## src/rtl/cpu_pkg.sv

```systemverilog
// Shared definitions for the load/store path: RV64 width codes, access-size
// codes and the memory controller FSM encoding.
package cpu_pkg;

  typedef enum logic [1:0] {
    ST_IDLE   = 2'd0,
    ST_ACCESS = 2'd1,
    ST_WAIT   = 2'd2,
    ST_DONE   = 2'd3
  } state_t;

  localparam logic [2:0] F3_B   = 3'b000;
  localparam logic [2:0] F3_H   = 3'b001;
  localparam logic [2:0] F3_W   = 3'b010;
  localparam logic [2:0] F3_D   = 3'b011;
  localparam logic [2:0] F3_BU  = 3'b100;
  localparam logic [2:0] F3_HU  = 3'b101;
  localparam logic [2:0] F3_WU  = 3'b110;
  localparam logic [2:0] F3_BAD = 3'b111;

  // funct3[1:0] is log2 of the access size in bytes
  localparam logic [1:0] SZ_B = 2'b00;
  localparam logic [1:0] SZ_H = 2'b01;
  localparam logic [1:0] SZ_W = 2'b10;
  localparam logic [1:0] SZ_D = 2'b11;

  function automatic logic misaligned(input logic [1:0] sz, input logic [2:0] off);
    logic r;
    r = 1'b0;
    case (sz)
      SZ_B:    r = 1'b0;
      SZ_H:    r = off[0];
      SZ_W:    r = |off[1:0];
      default: r = |off;
    endcase
    return r;
  endfunction

endpackage

```

## src/rtl/mem_lane.sv

```systemverilog
// Byte-lane steering between the CPU's right-aligned data and the 64-bit RAM
// word: lane enables, store shift, and load extract with sign/zero extension.
module mem_lane
  import cpu_pkg::*;
(
  input  logic [2:0]  i_funct3,
  input  logic [2:0]  i_off,
  input  logic [63:0] i_wdata,
  input  logic [63:0] i_rword,
  output logic [7:0]  o_be,
  output logic [63:0] o_wdata,
  output logic [63:0] o_rdata
);

  logic [5:0]  w_shamt;
  logic [63:0] w_rsh;

  assign w_shamt = {i_off, 3'b000};
  assign o_wdata = i_wdata << w_shamt;
  assign w_rsh   = i_rword >> w_shamt;

  always_comb begin
    o_be = 8'h00;
    case (i_funct3[1:0])
      SZ_B:    o_be = 8'h01 << i_off;
      SZ_H:    o_be = 8'h03 << i_off;
      SZ_W:    o_be = 8'h0F << i_off;
      default: o_be = 8'hFF;
    endcase
  end

  always_comb begin
    o_rdata = 64'd0;
    case (i_funct3)
      F3_B:    o_rdata = {{56{w_rsh[7]}}, w_rsh[7:0]};
      F3_H:    o_rdata = {{48{w_rsh[15]}}, w_rsh[15:0]};
      F3_W:    o_rdata = {{32{w_rsh[31]}}, w_rsh[31:0]};
      F3_D:    o_rdata = w_rsh;
      F3_BU:   o_rdata = {56'd0, w_rsh[7:0]};
      F3_HU:   o_rdata = {48'd0, w_rsh[15:0]};
      F3_WU:   o_rdata = {32'd0, w_rsh[31:0]};
      default: o_rdata = 64'd0;
    endcase
  end

endmodule

```

## src/rtl/mem_ctrl.sv

```systemverilog
// Single-outstanding CPU load/store controller in front of a fixed-latency
// 64-bit-wide synchronous RAM; faults are detected up front and never reach RAM.
module mem_ctrl
  import cpu_pkg::*;
#(
  parameter int ADDR_W  = 13,
  parameter int RAM_LAT = 1
) (
  input  logic              clk,
  input  logic              reset,
  input  logic              req,
  input  logic              we,
  input  logic [63:0]       addr,
  input  logic [63:0]       wdata,
  input  logic [2:0]        funct3,
  output logic              ready,
  output logic [63:0]       rdata,
  output logic              err,
  output logic              ram_cs,
  output logic              ram_we,
  output logic [ADDR_W-1:0] ram_addr,
  output logic [7:0]        ram_be,
  output logic [63:0]       ram_wdata,
  input  logic [63:0]       ram_rdata,
  output state_t            o_dbg_state
);

  // Handshake: the CPU raises req with we/addr/wdata/funct3 stable and holds
  // them until ready; req is only looked at in IDLE. ready is a single-cycle
  // pulse carrying rdata/err, after which a new req is taken immediately.

  localparam logic [2:0] LAT_LAST = 3'(RAM_LAT - 1);

  state_t              r_state;
  state_t              w_next;
  logic                r_we;
  logic [ADDR_W+2:0]   r_addr;
  logic [63:0]         r_wdata;
  logic [2:0]          r_funct3;
  logic [2:0]          r_cnt;
  logic [63:0]         r_rdata;
  logic                r_err;

  logic                w_fault;
  logic                w_last;
  logic [7:0]          w_be;
  logic [63:0]         w_wdata_sh;
  logic [63:0]         w_rdata_ext;

  assign w_fault = (funct3 == F3_BAD) | (we & funct3[2]) |
                   misaligned(funct3[1:0], addr[2:0]) | (|addr[63:ADDR_W+3]);
  assign w_last  = (r_cnt == LAT_LAST);

  mem_lane u_lane (
    .i_funct3 (r_funct3),
    .i_off    (r_addr[2:0]),
    .i_wdata  (r_wdata),
    .i_rword  (ram_rdata),
    .o_be     (w_be),
    .o_wdata  (w_wdata_sh),
    .o_rdata  (w_rdata_ext)
  );

  always_ff @(posedge clk) begin
    if (reset) begin
      r_state  <= ST_IDLE;
      r_we     <= 1'b0;
      r_addr   <= '0;
      r_wdata  <= 64'd0;
      r_funct3 <= 3'd0;
      r_cnt    <= 3'd0;
      r_rdata  <= 64'd0;
      r_err    <= 1'b0;
    end else begin
      r_state <= w_next;
      case (r_state)
        ST_IDLE: begin
          if (req) begin
            r_we     <= we;
            r_addr   <= addr[ADDR_W+2:0];
            r_wdata  <= wdata;
            r_funct3 <= funct3;
            r_cnt    <= 3'd0;
            r_rdata  <= 64'd0;
            r_err    <= w_fault;
          end
        end
        ST_WAIT: begin
          r_cnt <= r_cnt + 3'd1;
          // RAM word is valid only in the final wait cycle
          if (w_last) r_rdata <= w_rdata_ext;
        end
        default: ;
      endcase
    end
  end

  always_comb begin
    w_next = r_state;
    case (r_state)
      ST_IDLE:   if (req) w_next = w_fault ? ST_DONE : ST_ACCESS;
      ST_ACCESS: w_next = r_we ? ST_DONE : ST_WAIT;
      ST_WAIT:   if (w_last) w_next = ST_DONE;
      ST_DONE:   w_next = ST_IDLE;
      default:   w_next = ST_IDLE;
    endcase
  end

  always_comb begin
    ready     = 1'b0;
    rdata     = 64'd0;
    err       = 1'b0;
    ram_cs    = 1'b0;
    ram_we    = 1'b0;
    ram_addr  = '0;
    ram_be    = 8'h00;
    ram_wdata = 64'd0;
    case (r_state)
      ST_ACCESS: begin
        ram_cs    = 1'b1;
        ram_we    = r_we;
        ram_addr  = r_addr[ADDR_W+2:3];
        ram_be    = w_be;
        ram_wdata = w_wdata_sh;
      end
      ST_DONE: begin
        ready = 1'b1;
        rdata = r_rdata;
        err   = r_err;
      end
      default: ;
    endcase
  end

  assign o_dbg_state = r_state;

endmodule

```

## config.mk

```make
export PLATFORM = sky130hd
export DESIGN_NAME = mem_ctrl
export DESIGN_NICKNAME = d
export VERILOG_FILES = /design/src/rtl/cpu_pkg.sv /design/src/rtl/mem_lane.sv /design/src/rtl/mem_ctrl.sv
export SDC_FILE = /design/constraint.sdc
export NUM_CORES = 1
export LEC_CHECK = 0
export CAP_MARGIN = 20
export CORE_MARGIN = 5
export CORE_UTILIZATION = 47
export CTS_CLUSTER_SIZE = 14
export DETAILED_ROUTE_END_ITERATION = 6
export PLACE_DENSITY_LB_ADDON = 0.2
export SYNTH_ARGS = -nofsm -noshare
export SYNTH_HDL_FRONTEND = slang
export SYNTH_SLANG_ARGS = --single-unit
```

## constraint.sdc

```tcl
create_clock -name clk -period 2.4 [get_ports clk]
set_input_delay 0.48 -clock clk [delete_from_list [all_inputs] [get_ports clk]]
set_output_delay 0.48 -clock clk [all_outputs]
set_load 0.01 [all_outputs]
```

==> metrics.txt <==
Max-cap violations=0; Mapped Area=10,680 um2; initial antenna violation count=2; distinct cell type count after synthesis=58; Worst Path Arrival=2.04 ns; full die area=25,830 um2; Die W=160.7 um; RePlAce Congestion=0.9802; synth top area cells=dfxtp_1 (29%), mux4_2 (9.5%), nand2_1 (8.5%), a21oi_1 (6.7%), mux2i_1 (6.4%); sw power=5.768 mW; Worst Tran Pin Value=0.6316 ns; failing checks=negative setup slack; post-route worst setup slack=-0.1222 ns; routed len/inst=23.54 um; Placed Area=15,100 um2; DP HPWL=32.62 mm; ys async rst share=0%; maximum VDD drop=0.5235 mV; clk sink count=154; initial core utilization=47.44%; Setup Skew=0.009542 ns; Lkg Pwr=6.423 nW; routing usage on met1=44.66%; critical path class=reg2out; status=complete, but fails checks; vias in the first global route=11,551; area delta synth->final=54.11%; nets@finish=1,882; Place WS=-0.3041 ns; Avg Inst Size Synth=8.493 um2; final instance area=16,450 um2; crit end category=output pin; Final setup viols=23; drt total wl=46.36 mm; GR Util met2=53.68%; Fillers=1,747; clk slew on worst S/H paths=0.07 ns; IO buf count=353; post-synth top area cell=dfxtp_1; GRT Max-Usage Layer=met2; commonest non-fill, non-tap cell in the layout=nand2_1; Synth Register Bits=154; Post-synth EDFFs=0; Via density=6.043; worst-path fanout max=6; CTS Hold Bufs=0; TritonCTS clock tree=yes; yosys warns=0; share of cells above drive strength 1=27.69%; grt total ovfl=0; switching share of power=42.04%; Final Power=13.72 mW; Syn Nets=1,468; fmax=0.3965 GHz; row count=55; Pwr Density=833.9 nW/um2; GRT Util Overall=33.25%; most frequent cells in the layout=nand2_1 (239), clkdlybuf4s50_1 (200), dfxtp_1 (147); Final ANT Viol Nets=0; drt drc=0; Mapped Cells=1,257; Max clock buf depth=2; DRT Pass-1 Iters=7; num ports=354; fin crit share=105.1%; TritonCTS Buffers=17; relative slew slack=57.76%; top_reg_cell synth=dfxtp_1; post-synthesis sequential area ratio=28.88%; Critical Path Start Type=flip-flop; largest net degree at the start of global routing=72; first-pass GRT wire length=67.66 mm; core area=22,500 um2; HP Class=reg2reg; die height=160.7 um; htree depth=4; vias=11,898; Max Slew Vio Count=0; clk root buf=clkbuf_16; Flop pwr share=25.2%; Synth top area share=28.88%; worst path required time=1.92 ns; Tmin final=2.522 ns; met3 Resource Use GR=7.159%; worst skew pair latency=0.43 ns; RSZ-0062 raised after global routing=true; Fin. Hold Viols=0; combinational share of power=54.8%; Int Pwr=7.952 mW; Detailed Route Iter0 Violations=1,150; clock power share=20.0%
==> path summary, 6_finish.rpt <==
path	cells past startpoint	start	end	slack (ns)
setup / recovery	7	r_addr[0]	ram_wdata[55]	-0.12
hold / removal	2	r_addr[8]	r_addr[8]	0.45
hold reg to reg	2	r_addr[8]	r_addr[8]	0.45
setup reg to reg	10	r_addr[1]	r_rdata[58]	0.01
==> power by group through the flow <==
stage,combinational (mW),sequential (mW),clock [mW]
floorplan,3.82,3.30,0
global placement,6.22,3.44,0
detailed placement,6.31,3.46,0
CTS,6.81,3.41,2.75
global route,7.95,3.49,2.87
finish,7.52,3.45,2.75
==> state kept, by name (all words and copies together) (netlist names) <==
name and cells:
r_cnt 3, r_rdata 64, r_err 1, r_addr 16, o_dbg_state 2, r_we 1, r_funct3 3, r_wdata 64
==> per-layer routing <==
layer | up-vias | part of all wire [%]
li1 | 5381 | -
met5 | - | 0.028
met1 | 5687 | 40
met4 | 2 | 3.4
met3 | 91 | 10
met2 | 737 | 46
==> cell usage after synthesis (all sizes together) (11+ instances only) <==
master and n:
and2 106, nor4 11, nor2 34, o21ai 20, a211oi 31, a21oi 143, a21boi 26, mux4 45
nor3 11, clkbuf 70, a221oi 33, ha 12, nand2 241, a22oi 31, dfxtp 154, nand3 12
buf 47, mux2i 68, mux2 43, nor2b 37, inv 13
==> critical path: stages (launching register included) <==
cell,delay [ns]
dfxtp_4,0.38
buf_12,0.14
buf_12,0.11
buf_8,0.09
mux4_2,0.48
mux2i_1,0.19
nor2b_2,0.09
buf_2,0.14
==> logic make-up (layout without fill, tap and decap cells) <==
logic type                 Yosys count  after routing  synth area share, %
other                                0              1                    0
muxes                              156            156                20.41
buffers and inverters              130            556                5.556
adders and majority gates           12             12                1.406
DFF                                154            154                28.88
AOI/OAI and AO/OA                  335            335                22.54
and+or+nand+nor                    470            470                21.21
==> what timing repair did <==
action / in CTS / in global routing
setup buffers: 26 / 16
gates resized for setup: 396 / 106
pin swaps: 19 / 22
setup endpoints to repair: 154 / 127
cloned: 6 / 6
==> layout make-up <==
| class | instances | area, um2 | area share, % |
|---|---|---|---|
| clock inverter | 14 | 152.6 | 0.9278 |
| clock buffer | 17 | 425.4 | 2.586 |
| inverter | 13 | 48.80 | 0.2966 |
| timing repair buffer | 512 | 4987 | 30.31 |
| sequential | 154 | 3099 | 18.84 |
| tap | 285 | 356.6 | 2.167 |
| multi-input combinational | 973 | 7380 | 44.86 |
| antenna | 1 | 2.502 | 0.01521 |
==> metrics by stage <==
stage / hold WS [ns] / utilization (%) / instances / TNS, ns
finish: 0.4499 / 73.11 / 1969 / -1.276
global route: 0.4716 / 73.11 / 1969 / -3.396
CTS: 0.4512 / 71.43 / 1951 / -1.696
detailed placement: 0.4418 / 67.09 / 1888 / -2.589
global placement: 0.4357 / 67.09 / 1888 / -1.295
floorplan: 0.4273 / - / 1257 / 0
(Power assumes the default switching activity.)
==> RTL edit (same flow settings) <==
Reset style: asynchronous (`reset`), changed in one clocked block.
--- a/src/rtl/mem_ctrl.sv
+++ b/src/rtl/mem_ctrl.sv
@@ -61,7 +61,7 @@
     .o_rdata  (w_rdata_ext)
   );
 
-  always_ff @(posedge clk) begin
+  always_ff @(posedge clk or posedge reset) begin
     if (reset) begin
       r_state  <= ST_IDLE;
       r_we     <= 1'b0;
Behaviour: differs if reset is asserted again (counterexample within 4 cycles, from zero or initial values and one cycle with reset high); with reset held inactive, the same outputs for 4 cycles.
==> RTL edit against the unedited design <==
The run still ends with setup timing left; routed wire length rose by 4.6%; critical path depth did not move; hold slack got worse by 0.10 ns; cell area rose by 9.8%; worst setup slack got worse by 0.25 ns; cell count fell by 3.9%; sequential cell count did not move; synthesized area rose by 1.7%.
Power is not compared: it rests on default switching activity, and its combinational part moved more than twofold at a synthesized area within 25%.
==> RTL edit: results <==
{
  "status": "finished with violations",
  "violations": "setup timing",
  "async_reset_ff_frac": 1.00,
  "r2r-start": "r_addr[1]",
  "synthTopCellsByCount": "154 x dfrtp_1, 104 x mux2_2, 99 x nand2_1, 98 x and2_1, 94 x mux2i_1",
  "fin_skew_ns": 0.0184,
  "dp_slack_ns": -0.255,
  "synth_adder_area_share": 0.0138,
  "totalWireLength_um": 48500,
  "via_per_inst": 6.16,
  "place_area_mm2": 0.0155,
  "setup_viol": 98,
  "synth_mux_area_frac": 0.228,
  "synth.distinct_cells": 60,
  "hpwl_um": 30200,
  "synth_nets": 1319,
  "cts_setup_buffers": 41,
  "postLayoutSetupSlackWorst_ns": -0.369,
  "post_cts_resized": 582,
  "fin_tns_setup_ns": -12.10,
  "hold_class": "input pin to asynchronous set/reset pin",
  "synth-compound-area-share": 0.182,
  "cpMaxStageDelayCell": "dfrtp_4",
  "place.gp.congestion": 0.901,
  "grt_pass1_vias": 11500,
  "rrSetupSlack_ns": -0.07,
  "syn_area_per_cell_um2": 9.80,
  "synth_ff_type": "dfrtp_1",
  "ys_seq_area_frac": 0.355
}
-- RTL edit: cell count changes in the layout (fill, tap and decap cells not counted), moves of 42 or more --
cell,unedited run,this run
dfrtp_1,0,151
nand2_1,239,86
dfxtp_1,147,0
a21oi_1,136,45
buf_6,22,64
mux2_2,36,100
-- RTL edit: worst min-delay path by stage --
stage                     from           to  depth (start not counted)
floorplan           r_rdata[0]   r_rdata[0]                          1
global placement    r_rdata[6]   r_rdata[6]                          2
detailed placement  r_rdata[1]   r_rdata[1]                          1
CTS                      reset  r_rdata[14]                          2
global route             reset  r_rdata[14]                          2
finish                   reset  r_rdata[14]                          2
-- RTL edit: metal layers --
| layer | up-vias | part of all wire | global-route usage |
|---|---|---|---|
| met3 | 201 | 0.093 | 0.0766 |
| li1 | 5007 | - | - |
| met4 | 2 | 0.051 | 0.139 |
| met1 | 5653 | 0.37 | 0.395 |
| met2 | 800 | 0.49 | 0.557 |
| met5 | - | 0.00033 | 0 |
-- RTL edit: where the power goes --
group / leakage (nW) / switching (W) / internal, W
Combinational: 5.61 / 0.00908 / 0.00914
Sequential: 1.95 / 0.00124 / 0.00367
Clock: 0.281 / 0.00127 / 0.00151
-- RTL edit: cell type report --
type / instances / area [um^2]
Timing Repair Buffer: 560 / 5710
Antenna cell: 1 / 2.50
Inverter: 11 / 45.0
Clock inverter: 13 / 133
Fill cell: 1348 / 4640
Tap cell: 285 / 357
Clock buffer: 19 / 453
Multi-Input combinational cell: 849 / 7500
Sequential cell: 154 / 3860
-- RTL edit: worst reg2reg max path: stages, from the launching register on --
cell       delay, ns
dfrtp_4         0.53
buf_12          0.15
buf_12          0.13
buf_6           0.13
nand2b_1        0.25
buf_4           0.18
o22ai_2         0.09
o21ba_4         0.26
nor3_4          0.21
buf_6           0.17
clkbuf_16       0.17
a22oi_2         0.06
